[src/rtl/ysyx_22041211_lsu.sv]
// Load/store unit: captures one execute-stage instruction, performs at most one
// word-aligned bus transaction, then presents the write-back payload.
module ysyx_22041211_lsu #(
   parameter int unsigned DATA_LEN = 32
) (
   input  logic                clk,
   input  logic                rst,
   input  logic                exu_valid_i,
   output logic                lsu_ready_o,
   input  logic [DATA_LEN-1:0] addr_i,
   input  logic [DATA_LEN-1:0] wdata_i,
   input  logic [2:0]          load_type_i,
   input  logic [1:0]          store_type_i,
   input  logic                wd_i,
   input  logic [4:0]          wreg_i,
   input  logic [DATA_LEN-1:0] pc_i,
   output logic                mem_req_valid_o,
   input  logic                mem_req_ready_i,
   output logic [DATA_LEN-1:0] mem_req_addr_o,
   output logic                mem_req_wen_o,
   output logic [DATA_LEN-1:0] mem_req_wdata_o,
   output logic [3:0]          mem_req_wmask_o,
   input  logic                mem_rsp_valid_i,
   output logic                mem_rsp_ready_o,
   input  logic [DATA_LEN-1:0] mem_rsp_rdata_i,
   input  logic                mem_rsp_err_i,
   output logic                wb_valid_o,
   input  logic                wb_ready_i,
   output logic [DATA_LEN-1:0] wb_data_o,
   output logic                wd_o,
   output logic [4:0]          wreg_o,
   output logic [DATA_LEN-1:0] pc_o,
   output logic                access_fault_o
);

   typedef enum logic [1:0] {StIdle, StReq, StRsp, StWb} state_e;

   state_e              state_q, state_d;
   logic [DATA_LEN-1:0] addr_q, addr_d;
   logic [DATA_LEN-1:0] wdata_q, wdata_d;
   logic [3:0]          wmask_q, wmask_d;
   logic                wen_q, wen_d;
   logic [2:0]          ltype_q, ltype_d;
   logic                wd_q, wd_d;
   logic [4:0]          wreg_q, wreg_d;
   logic [DATA_LEN-1:0] pc_q, pc_d;
   logic [DATA_LEN-1:0] wb_data_q, wb_data_d;
   logic                fault_q, fault_d;

   logic                is_store, is_load, misaligned;
   logic [1:0]          off_i;
   logic [DATA_LEN-1:0] st_wdata;
   logic [3:0]          st_wmask;
   logic [DATA_LEN-1:0] rsp_shifted;
   logic [DATA_LEN-1:0] load_data;

   // Decode the incoming instruction: store wins when both types are set.
   always_comb begin
      is_store   = (store_type_i != 2'b00);
      is_load    = !is_store && (load_type_i != 3'b000);
      off_i      = addr_i[1:0];
      misaligned = 1'b0;
      st_wdata   = '0;
      st_wmask   = 4'b0000;
      if (is_store) begin
         unique case (store_type_i)
            2'b01: begin
               st_wmask = 4'b0001 << off_i;
               st_wdata = {4{wdata_i[7:0]}};
            end
            2'b10: begin
               st_wmask   = 4'b0011 << off_i;
               st_wdata   = {2{wdata_i[15:0]}};
               misaligned = addr_i[0];
            end
            default: begin
               st_wmask   = 4'b1111;
               st_wdata   = wdata_i;
               misaligned = (off_i != 2'b00);
            end
         endcase
      end else if (is_load) begin
         if (load_type_i == 3'b010 || load_type_i == 3'b101) misaligned = addr_i[0];
         if (load_type_i == 3'b011) misaligned = (off_i != 2'b00);
      end
   end

   // Extract and extend the addressed lane of the response word.
   always_comb begin
      rsp_shifted = mem_rsp_rdata_i >> {addr_q[1:0], 3'b000};
      unique case (ltype_q)
         3'b001:  load_data = {{(DATA_LEN-8){rsp_shifted[7]}}, rsp_shifted[7:0]};
         3'b010:  load_data = {{(DATA_LEN-16){rsp_shifted[15]}}, rsp_shifted[15:0]};
         3'b100:  load_data = {{(DATA_LEN-8){1'b0}}, rsp_shifted[7:0]};
         3'b101:  load_data = {{(DATA_LEN-16){1'b0}}, rsp_shifted[15:0]};
         default: load_data = mem_rsp_rdata_i;
      endcase
   end

   // Next-state logic and capture of the instruction fields.
   always_comb begin
      state_d   = state_q;
      addr_d    = addr_q;
      wdata_d   = wdata_q;
      wmask_d   = wmask_q;
      wen_d     = wen_q;
      ltype_d   = ltype_q;
      wd_d      = wd_q;
      wreg_d    = wreg_q;
      pc_d      = pc_q;
      wb_data_d = wb_data_q;
      fault_d   = fault_q;
      unique case (state_q)
         StIdle: begin
            if (exu_valid_i) begin
               addr_d    = addr_i;
               wdata_d   = st_wdata;
               wmask_d   = st_wmask;
               wen_d     = is_store;
               ltype_d   = is_store ? 3'b000 : load_type_i;
               wd_d      = wd_i;
               wreg_d    = wreg_i;
               pc_d      = pc_i;
               wb_data_d = '0;
               fault_d   = 1'b0;
               if (!(is_store || is_load)) begin
                  wb_data_d = addr_i;
                  state_d   = StWb;
               end else if (misaligned) begin
                  fault_d = 1'b1;
                  wd_d    = 1'b0;
                  state_d = StWb;
               end else begin
                  state_d = StReq;
               end
            end
         end
         StReq: begin
            if (mem_req_ready_i) state_d = StRsp;
         end
         StRsp: begin
            if (mem_rsp_valid_i) begin
               state_d = StWb;
               if (mem_rsp_err_i) begin
                  fault_d   = 1'b1;
                  wd_d      = 1'b0;
                  wb_data_d = '0;
               end else begin
                  wb_data_d = wen_q ? '0 : load_data;
               end
            end
         end
         default: begin
            if (wb_ready_i) state_d = StIdle;
         end
      endcase
   end

   // State and captured-field registers.
   always_ff @(posedge clk or negedge rst) begin
      if (!rst) begin
         state_q   <= StIdle;
         addr_q    <= '0;
         wdata_q   <= '0;
         wmask_q   <= '0;
         wen_q     <= 1'b0;
         ltype_q   <= '0;
         wd_q      <= 1'b0;
         wreg_q    <= '0;
         pc_q      <= '0;
         wb_data_q <= '0;
         fault_q   <= 1'b0;
      end else begin
         state_q   <= state_d;
         addr_q    <= addr_d;
         wdata_q   <= wdata_d;
         wmask_q   <= wmask_d;
         wen_q     <= wen_d;
         ltype_q   <= ltype_d;
         wd_q      <= wd_d;
         wreg_q    <= wreg_d;
         pc_q      <= pc_d;
         wb_data_q <= wb_data_d;
         fault_q   <= fault_d;
      end
   end

   // Handshake strobes decode straight from state so reset kills them at once.
   always_comb begin
      lsu_ready_o     = (state_q == StIdle);
      mem_req_valid_o = (state_q == StReq);
      mem_rsp_ready_o = (state_q == StRsp);
      wb_valid_o      = (state_q == StWb);
      mem_req_addr_o  = {addr_q[DATA_LEN-1:2], 2'b00};
      mem_req_wen_o   = wen_q;
      mem_req_wdata_o = wdata_q;
      mem_req_wmask_o = wmask_q;
      wb_data_o       = wb_data_q;
      wd_o            = wd_q;
      wreg_o          = wreg_q;
      pc_o            = pc_q;
      access_fault_o  = fault_q;
   end

endmodule
[config.mk]
export PLATFORM = sky130hd
export DESIGN_NAME = ysyx_22041211_lsu
export DESIGN_NICKNAME = d
export VERILOG_FILES = /design/src/rtl/ysyx_22041211_lsu.sv
export SDC_FILE = /design/constraint.sdc
export NUM_CORES = 1
export LEC_CHECK = 0
export CAP_MARGIN = 0
export CORE_UTILIZATION = 40
export DETAILED_ROUTE_END_ITERATION = 10
export PLACE_DENSITY_LB_ADDON = 0.15
export SLEW_MARGIN = 30
export SYNTH_ARGS = -nofsm -noshare
export SYNTH_HDL_FRONTEND = slang
export SYNTH_SLANG_ARGS = --single-unit
[constraint.sdc]
create_clock -name clk -period 5.6 [get_ports clk]
set_clock_uncertainty 0.1 [all_clocks]
set_input_delay 1.12 -clock clk [delete_from_list [all_inputs] [get_ports clk]]
set_output_delay 1.12 -clock clk [all_outputs]
set_load 0.005 [all_outputs]
; ---- After elaboration in Yosys (flattened, before gate mapping)
; Index checks and enable logic that the tools add are counted.
[classes]
eq_ne = 16
n_shift = 3
mux = 36
reduce_logical = 14
[op_table]
columns = op, n
row1 = $mux 32, 6
row2 = $pmux 32 s2, 2
row3 = $pmux 32 s4, 1
row4 = $shr 32x5->16, 1
row5 = $mux 1, 14
row6 = $mux 2, 6
row7 = $eq 3x2->1 const B, 3
row8 = $eq 3x3->1 const B, 3
row9 = $pmux 4 s2, 1
row10 = $reduce_and 4->1, 2
row11 = $eq 2x2->1 const B, 3
row12 = $pmux 1 s2, 3
row13 = $pmux 2 s3, 1
row14 = $reduce_bool 2->1, 3
row15 = $eq 2x1->1 const B, 2
row16 = $mux 4, 1
row17 = $ne 2x1->1 const B, 2
row18 = $ne 2x2->1 const B, 2
row19 = $reduce_bool 4->1, 1
row20 = $shl 1x2->4 const A, 1
row21 = $shl 2x2->4 const A, 1
row22 = $eq 3x1->1 const B, 1
row23 = $mux 3, 1
row24 = $reduce_and 3->1, 1
row25 = other kinds (6), 7
[totals]
reg_bits = 145
wordCells = 80

; ---- Logic depth before layout (Yosys ltp)
; Gate-level depths: netlist of the first run.
[depth]
word_depth = 10
ltp_mapped = 9
depth_no_buf = 6

; ---- Worst setup path before layout of the first run
; Ideal clock, no wire load.
[synth_timing]
path_type = input to register
from = input port store_type_i[0]
to = register wdata_q[11], in the netlist mem_req_wdata_o[11]
setup_time_ns = 0.120
t_arrival_ns = 2.461
required_ns = 5.380
path_slack_ns = 2.919
path_stages = 8
path_cell_list = inv_1 > ha_1 > clkbuf_1 > clkbuf_1 > buf_1 > a21oi_1 > o21ai_0 > nand2_1
[synth_via]
elab_chain_len = 3
elab_cells_between_ends = 5
cone_classes = eq/ne (2) / mux (2) / reduce/logical (1)
[synth_lines]
columns = element, line
row1 = from (decl), 13  ; input logic [1:0] store_type_i,
row2 = $eq 2x2->1 / $eq 2x1->1 (equally long branches), 66  ; unique case (store_type_i)
row3 = $pmux 32 s2, 66
row4 = $mux 32 (*), 65  ; if (is_store) begin
row5 = to (signal assigned), 176  ; wdata_q <= wdata_d;
row6 = to (decl), 40  ; logic [DATA_LEN-1:0] wdata_q, wdata_d;
; Every way passes the cells marked *; elsewhere a longest branch is shown, timed or not.
; A chain may end at the register's enable or synchronous reset.

; ---- Final worst setup path of the first run
[layout_timing]
from = register state_q[0]
to = output port mem_rsp_ready_o
[layout_via]
elab_chain_len = 1
[layout_lines]
columns = element, line
row1 = from (decl), 38  ; state_e state_q, state_d;
row2 = from (signal assigned), 162  ; state_q <= StIdle;
row3 = from (signal assigned), 174  ; state_q <= state_d;
row4 = $eq 2x2->1, 192  ; mem_rsp_ready_o = (state_q == StRsp);
row5 = to (decl), 24  ; output logic mem_rsp_ready_o,
; Every way passes these cells.

==> impl_metrics.py, run 1 <==
metrics = {
    "sta": {
        "drv_slew": 0,
        "worst-slew-pin-transition_ns": 0.820,
        "clock.fmax_mhz": 308,
        "grt_setup_unrepaired": "no",
        "min_period_over_period_pct": 58.1,
        "hold_ws_ns": 0.375,
        "min_period_ns": 3.25,
        "hold_viol_final": 0,
        "setup-violations-final": 0,
        "fin_setup_tns_ns": 0,
        "slew_headroom_pct": 45.3,
    },
    "worst_setup_path": {
        "critPathLaunchType": "register",
        "crit_family": "buffers and inverters",
        "cp_num_buf_inv": 2,
        "arrival_ns": 2.03,
        "rr_endpoint": "wb_data_o[15]",
        "critical_path_class": "register to primary output",
        "rr_startpoint": "state_q[0]",
        "crit_path_end": "mem_rsp_ready_o",
        "startpoint": "state_q[0]",
        "required_ns": 4.38,
        "rr_worst_depth": 6,
        "cp_slowest_cell": "clkdlybuf4s50_1",
        "critical_path_depth": 3,
        "rrSetupSlack_ns": 2.90,
        "worstPathCellList": "inv_1 -> ha_1 -> clkdlybuf4s50_1",
        "slowest_delay_ns": 0.62,
        "cp-end-kind": "primary output",
        "crit_fanout": 10,
    },
    "yosys": {
        "synth_cell_type_count": 62,
        "synth_seq_cells": 145,
        "synth_warnings": 0,
        "synthesis.area_um2": 7230,
        "avgSynthCellArea_um2": 10.7,
        "netlist_instances": 677,
        "ys_seq_area_share_pct": 50.2,
        "synth_edf_count": 0,
        "synth-main-ff-cell": "dfrtp_1",
        "async_flop_share_pct": 100,
    },
    "power_and_ir_drop": {
        "power_w": 0.00577,
        "combPwrFrac_pct": 48.3,
        "p_clk_share_pct": 18.6,
        "internal_power_w": 0.00374,
        "power.density_nw_per_um2": 549,
        "seqPwrFrac_pct": 33.2,
        "p_leak_nw": 4.30,
        "switching_share_pct": 35.2,
        "peakVddDrop_v": 0.000271,
        "power_switching_w": 0.00203,
    },
    "final_layout": {
        "diodes": 0,
        "fin_area_um2": 10500,
        "fillers": 1415,
        "drive_gt1_share_pct": 13.6,
        "finalNonFillerCells": 1145,
        "nets": 1060,
        "final_common_cell": "clkdlybuf4s50_1",
        "layout_common_cells": "286 x clkdlybuf4s50_1, 145 x dfrtp_1, 85 x a21oi_1",
        "syn_to_final_growth_pct": 45.5,
    },
    "clock_tree": {
        "cts_buffers": 17,
        "cts_hold_buf": 0,
        "post_cts_buffers": 0,
        "cts_tree": "yes",
        "cts.sinks": 145,
        "ctsResizeCount": 0,
        "clockBufferDepth": 2,
        "clkLatencyLatePin_ns": 0.42,
        "h-tree-depth": 4,
        "cts.reportedPaths.clkPinSlew_ns": 0.07,
        "cts_root_buf": "clkbuf_16",
    },
    "floorplanning": {
        "dieArea_um2": 18600,
        "coreArea_um2": 17500,
        "num_rows": 48,
        "ios": 290,
        "dieWidth_um": 136,
        "initial_core_util_pct": 41.4,
        "die_y_um": 136,
    },
    "placed_design": {
        "dpl_cell_area_um2": 9950,
        "hpwlAfterDp_um": 17100,
        "dp.cells": 1112,
        "gp_congestion": 0.890,
        "port_buffers": 287,
    },
    "min_path": {
        "hold_start": "mem_req_wdata_o[13]",
        "hp-class": "register to register",
    },
    "detailed_routing": {
        "drt-initial-drc-count": 347,
        "dr.pass1.iters": 4,
        "via_per_inst": 5.51,
        "drc": 0,
        "via_count": 6306,
        "final_antenna_net_count": 0,
        "wire_per_inst_um": 20.0,
        "wl_um": 22900,
    },
    "global_routing": {
        "antenna_found_initial": 1,
        "grt.total_usage_pct": 25.0,
        "grt_pass1_wl_um": 34900,
        "grt-ovfl-total": 0,
        "first_global_vias": 6421,
        "grt_max_degree": 99,
    },
    "run": {
        "maxCapViolations": 0,
    },
    "outcome": {
        "status": "complete, no violations",
    },
}
flip-flops by register name, summed over array words and instances (netlist names):
register,cells
state_q,2
mem_req_wen_o,1
access_fault_o,1
ltype_q,3
pc_o,32
wd_o,1
wreg_o,5
wb_data_o,32
mem_req_wdata_o,32
mem_req_wmask_o,4
addr_q,32
worst min-delay path by stage:
stage / endpoint / slack [ns] / cells past startpoint
final: mem_req_wdata_o[13] / 0.38 / 2
after global routing: mem_req_wdata_o[28] / 0.40 / 2
after CTS: mem_req_wdata_o[28] / 0.38 / 2
after detailed placement: mem_req_wdata_o[10] / 0.36 / 2
after global placement: mem_req_wdata_o[9] / 0.35 / 2
after floorplan: mem_req_wdata_o[10] / 0.36 / 2
power by group through the flow:
stage          combinational, W  clock [W]  sequential [W]
2_1_floorplan           0.00156          0         0.00184
3_3_place_gp            0.00271          0         0.00190
3_5_place_dp            0.00279          0         0.00193
4_1_cts                 0.00280    0.00109         0.00192
5_1_grt                 0.00303    0.00113         0.00198
6_report                0.00279    0.00107         0.00191
worst reg2reg max path, cell delays in order (launching register included):
cell and delay (ns):
dfrtp_1 0.40, inv_1 0.11, ha_1 0.48, nor2_1 0.25, or3_2 0.77, a22oi_1 0.37, o31ai_2 0.10
per-layer routing:
| layer | wire, um | global-route usage (%) | part of all wire [%] | up-vias |
|---|---|---|---|---|
| li1 | - | - | - | 2883 |
| met1 | 9010 | 30.3 | 39 | 3101 |
| met2 | 11200 | 41.6 | 49 | 287 |
| met3 | 2140 | 7.57 | 9.4 | 35 |
| met4 | 534 | 9.32 | 2.3 | 0 |
| met5 | 0 | 0 | 0 | - |
logic make-up (layout without fill, tap and decap cells):
logic type	Yosys count	after routing	share of synthesized area (%)
AOI/OAI and AO/OA	218	218	19.2
muxes	79	79	12.4
adders and majority gates	7	7	1.21
buffers and inverters	92	334	7.22
and+or+nand+nor	135	135	9.69
other	1	2	0.0519
DFF	145	145	50.2
cell type report:
type                    count  area, um^2  share of cell area, %
multi-input cells         441        3100                   29.5
flip-flops and latches    145        3630                   34.5
clock buffers              19         453                   4.31
repair buffers            291        2910                   27.7
inverters                  11        41.3                  0.393
well taps                 225         282                   2.68
clock inverters            13         103                  0.976
stage by stage:
stage | worst slack (ns) | util, %
after floorplan | 2.92 | -
after global placement | 2.07 | 56.9
after detailed placement | 2.04 | 56.9
after CTS | 2.33 | 60.1
after global routing | 2.23 | 60.2
final | 2.35 | 60.2
synthesized netlist by cell type (11+ instances only):
| library cell | instances | share of area (%) |
|---|---|---|
| dfrtp_1 | 145 | 50 |
| buf_2 | 15 | 1.0 |
| nor2_1 | 33 | 1.7 |
| mux2_2 | 69 | 11 |
| buf_4 | 34 | 3.5 |
| nand2_1 | 56 | 2.9 |
| clkbuf_1 | 18 | 0.93 |
| nor2b_1 | 12 | 1.0 |
| o21ai_0 | 38 | 2.6 |
| a21oi_1 | 85 | 5.9 |
| a22oi_1 | 17 | 1.8 |
| o21ai_1 | 11 | 0.76 |
| a311o_1 | 15 | 2.1 |
No activity file was read; power rests on OpenSTA's default activity.
==> run 2: changes to the inputs <==
==> constraint.sdc (replaced) <==
create_clock -name clk -period 3.05 [get_ports clk]
set_clock_uncertainty 0.1 [all_clocks]
set_input_delay 0.61 -clock clk [delete_from_list [all_inputs] [get_ports clk]]
set_output_delay 0.61 -clock clk [all_outputs]
set_load 0.005 [all_outputs]
==> run 2 against run 1 <==
- hold slack got worse by 0.0082 ns
- largest cell class unchanged
- die area stayed put
- combinational power up 89%
- largest power group unchanged
- critical path depth stayed put
- non-clock buffer count grew 13
- design area increased by 1.0%
- register-to-register slack worse by 2.3 ns
- highest routed layer unchanged
==> impl_metrics.py, run 2 (synthesis gave the netlist of run 1 again) <==
metrics = {
    "global_routing": {
        "grt-ovfl-total": 0,
        "grt.total_usage_pct": 25.1,
        "antenna_found_initial": 0,
        "grt_pass1_wl_um": 35300,
        "grt_max_degree": 66,
        "first_global_vias": 6386,
    },
    "worst_setup_path": {
        "crit_fanout": 10,
        "rr_worst_depth": 7,
        "critical_path_class": "register to primary output",
        "arrival_ns": 2.03,
        "critPathLaunchType": "register",
        "required_ns": 2.34,
        "cp-end-kind": "primary output",
    },
    "detailed_routing": {
        "drt-initial-drc-count": 363,
        "drc": 0,
        "dr.pass1.iters": 5,
        "wire_per_inst_um": 19.9,
        "wl_um": 23000,
        "via_per_inst": 5.48,
        "final_antenna_net_count": 0,
        "via_count": 6338,
    },
    "clock_tree": {
        "cts_tree": "yes",
        "cts_buffers": 17,
        "cts_hold_buf": 1,
        "clockBufferDepth": 2,
        "post_cts_buffers": 0,
        "cts_root_buf": "clkbuf_16",
        "clkLatencyLatePin_ns": 0.42,
        "cts.reportedPaths.clkPinSlew_ns": 0.06,
        "h-tree-depth": 4,
        "ctsResizeCount": 0,
        "cts.sinks": 145,
    },
    "final_layout": {
        "layout_common_cells": "286 x clkdlybuf4s50_1, 145 x dfrtp_1, 85 x a21oi_1",
        "nets": 1073,
        "multi_input_area_um2": 3100,
        "syn_to_final_growth_pct": 46.9,
        "diodes": 0,
        "final_common_cell": "clkdlybuf4s50_1",
        "seqCellArea_um2": 3630,
        "drive_gt1_share_pct": 14.3,
        "fillers": 1414,
    },
    "power_and_ir_drop": {
        "combPwrFrac_pct": 49.5,
        "p_clk_share_pct": 18.2,
        "p_leak_nw": 4.37,
        "power_switching_w": 0.00371,
        "switching_share_pct": 34.8,
        "seqPwrFrac_pct": 32.3,
        "power.density_nw_per_um2": 1000,
        "peakVddDrop_v": 0.000567,
        "internal_power_w": 0.00694,
        "power_w": 0.0106,
    },
    "floorplanning": {
        "initial_core_util_pct": 41.4,
        "coreArea_um2": 17500,
        "dieArea_um2": 18600,
        "num_rows": 48,
        "ios": 290,
        "dieWidth_um": 136,
        "die_y_um": 136,
    },
    "placed_design": {
        "port_buffers": 287,
        "gp_congestion": 0.863,
        "hpwlAfterDp_um": 17300,
    },
    "sta": {
        "hold_viol_final": 0,
        "hold_ws_ns": 0.367,
        "clock.fmax_mhz": 364,
        "worst-slew-pin-transition_ns": 0.788,
        "drv_slew": 0,
        "min_period_ns": 2.74,
        "min_period_over_period_pct": 90.0,
        "setup-violations-final": 0,
        "grt_setup_unrepaired": "no",
        "slew_headroom_pct": 47.3,
        "fin_setup_tns_ns": 0,
    },
    "outcome": {
        "status": "complete, no violations",
    },
    "min_path": {
        "hp-class": "register to register",
        "hold_depth": 2,
    },
    "run": {
        "maxCapViolations": 0,
    },
}
-- run 2: cell count changes in the layout (fill, tap and decap cells not counted), sizes merged --
cell         change
buf             +13
bufinv           +1
inv              -4
clkinv           +3
dlygate4sd3      +1
clkbuf           -2
-- run 2: final cells by class --
type / instances / area share, %
timing repair buffer: 304 / 28.5
sequential: 145 / 34.2
tap: 225 / 2.65
inverter: 11 / 0.389
clock inverter: 13 / 1.10
clock buffer: 18 / 4.04
multi-input combinational: 441 / 29.1
-- run 2: worst max-delay path, cell delays in order (launching register included) --
cell	delay, ns
dfrtp_1	0.40
inv_1	0.12
ha_1	0.47
clkdlybuf4s50_1	0.63
-- run 2: routing by layer --
metal / global-route usage, % / vias to the layer above / wire length, um
li1: - / 2899 / -
met1: 31.2 / 3104 / 9290
met2: 41.1 / 302 / 11200
met3: 7.46 / 33 / 2020
met4: 9.26 / 0 / 502
met5: 0 / - / 0
-- run 2: path summary, 6_finish.rpt --
path / start / endpoint / slack (ns)
worst max register to register: state_q[0] / wb_data_o[15] / 0.60
worst min register to register: mem_req_wdata_o[31] / mem_req_wdata_o[31] / 0.37
min in group asynchronous: rst / pc_o[31] / 0.56
worst min-delay path: mem_req_wdata_o[31] / mem_req_wdata_o[31] / 0.37
worst max-delay path: state_q[0] / mem_rsp_ready_o / 0.31
max in group asynchronous: rst / wb_data_o[27] / 1.35
-- run 2: power groups by stage --
stage	Sequential [W]	Combinational [W]	Clock (W)
after floorplan	0.00338	0.00286	0
after global placement	0.00342	0.00517	0
after detailed placement	0.00347	0.00528	0
after CTS	0.00344	0.00533	0.00199
after global routing	0.00356	0.00574	0.00208
final	0.00344	0.00527	0.00194
-- run 2: metrics by stage --
step / area, um^2 / setup WS [ns] / cells / utilization [%]
global route: 10600 / 0.235 / 1157 / 60.8
detailed placement: 10100 / 0.216 / 1125 / 57.6
global placement: 10100 / 0.346 / 1125 / 57.6
finish: 10600 / 0.306 / 1157 / 60.8
floorplan: 7230 / 0.879 / 678 / -
CTS: 10600 / 0.292 / 1157 / 60.8
==> run 3: changes to the inputs <==
--- a/config.mk
+++ b/config.mk
@@ -9,7 +9,6 @@
 export CORE_UTILIZATION = 40
 export DETAILED_ROUTE_END_ITERATION = 10
 export PLACE_DENSITY_LB_ADDON = 0.15
-export SLEW_MARGIN = 30
 export SYNTH_ARGS = -nofsm -noshare
 export SYNTH_HDL_FRONTEND = slang
 export SYNTH_SLANG_ARGS = --single-unit
==> results of run 3 <==
Final layout, timing and power as in run 2 (identical DEF).
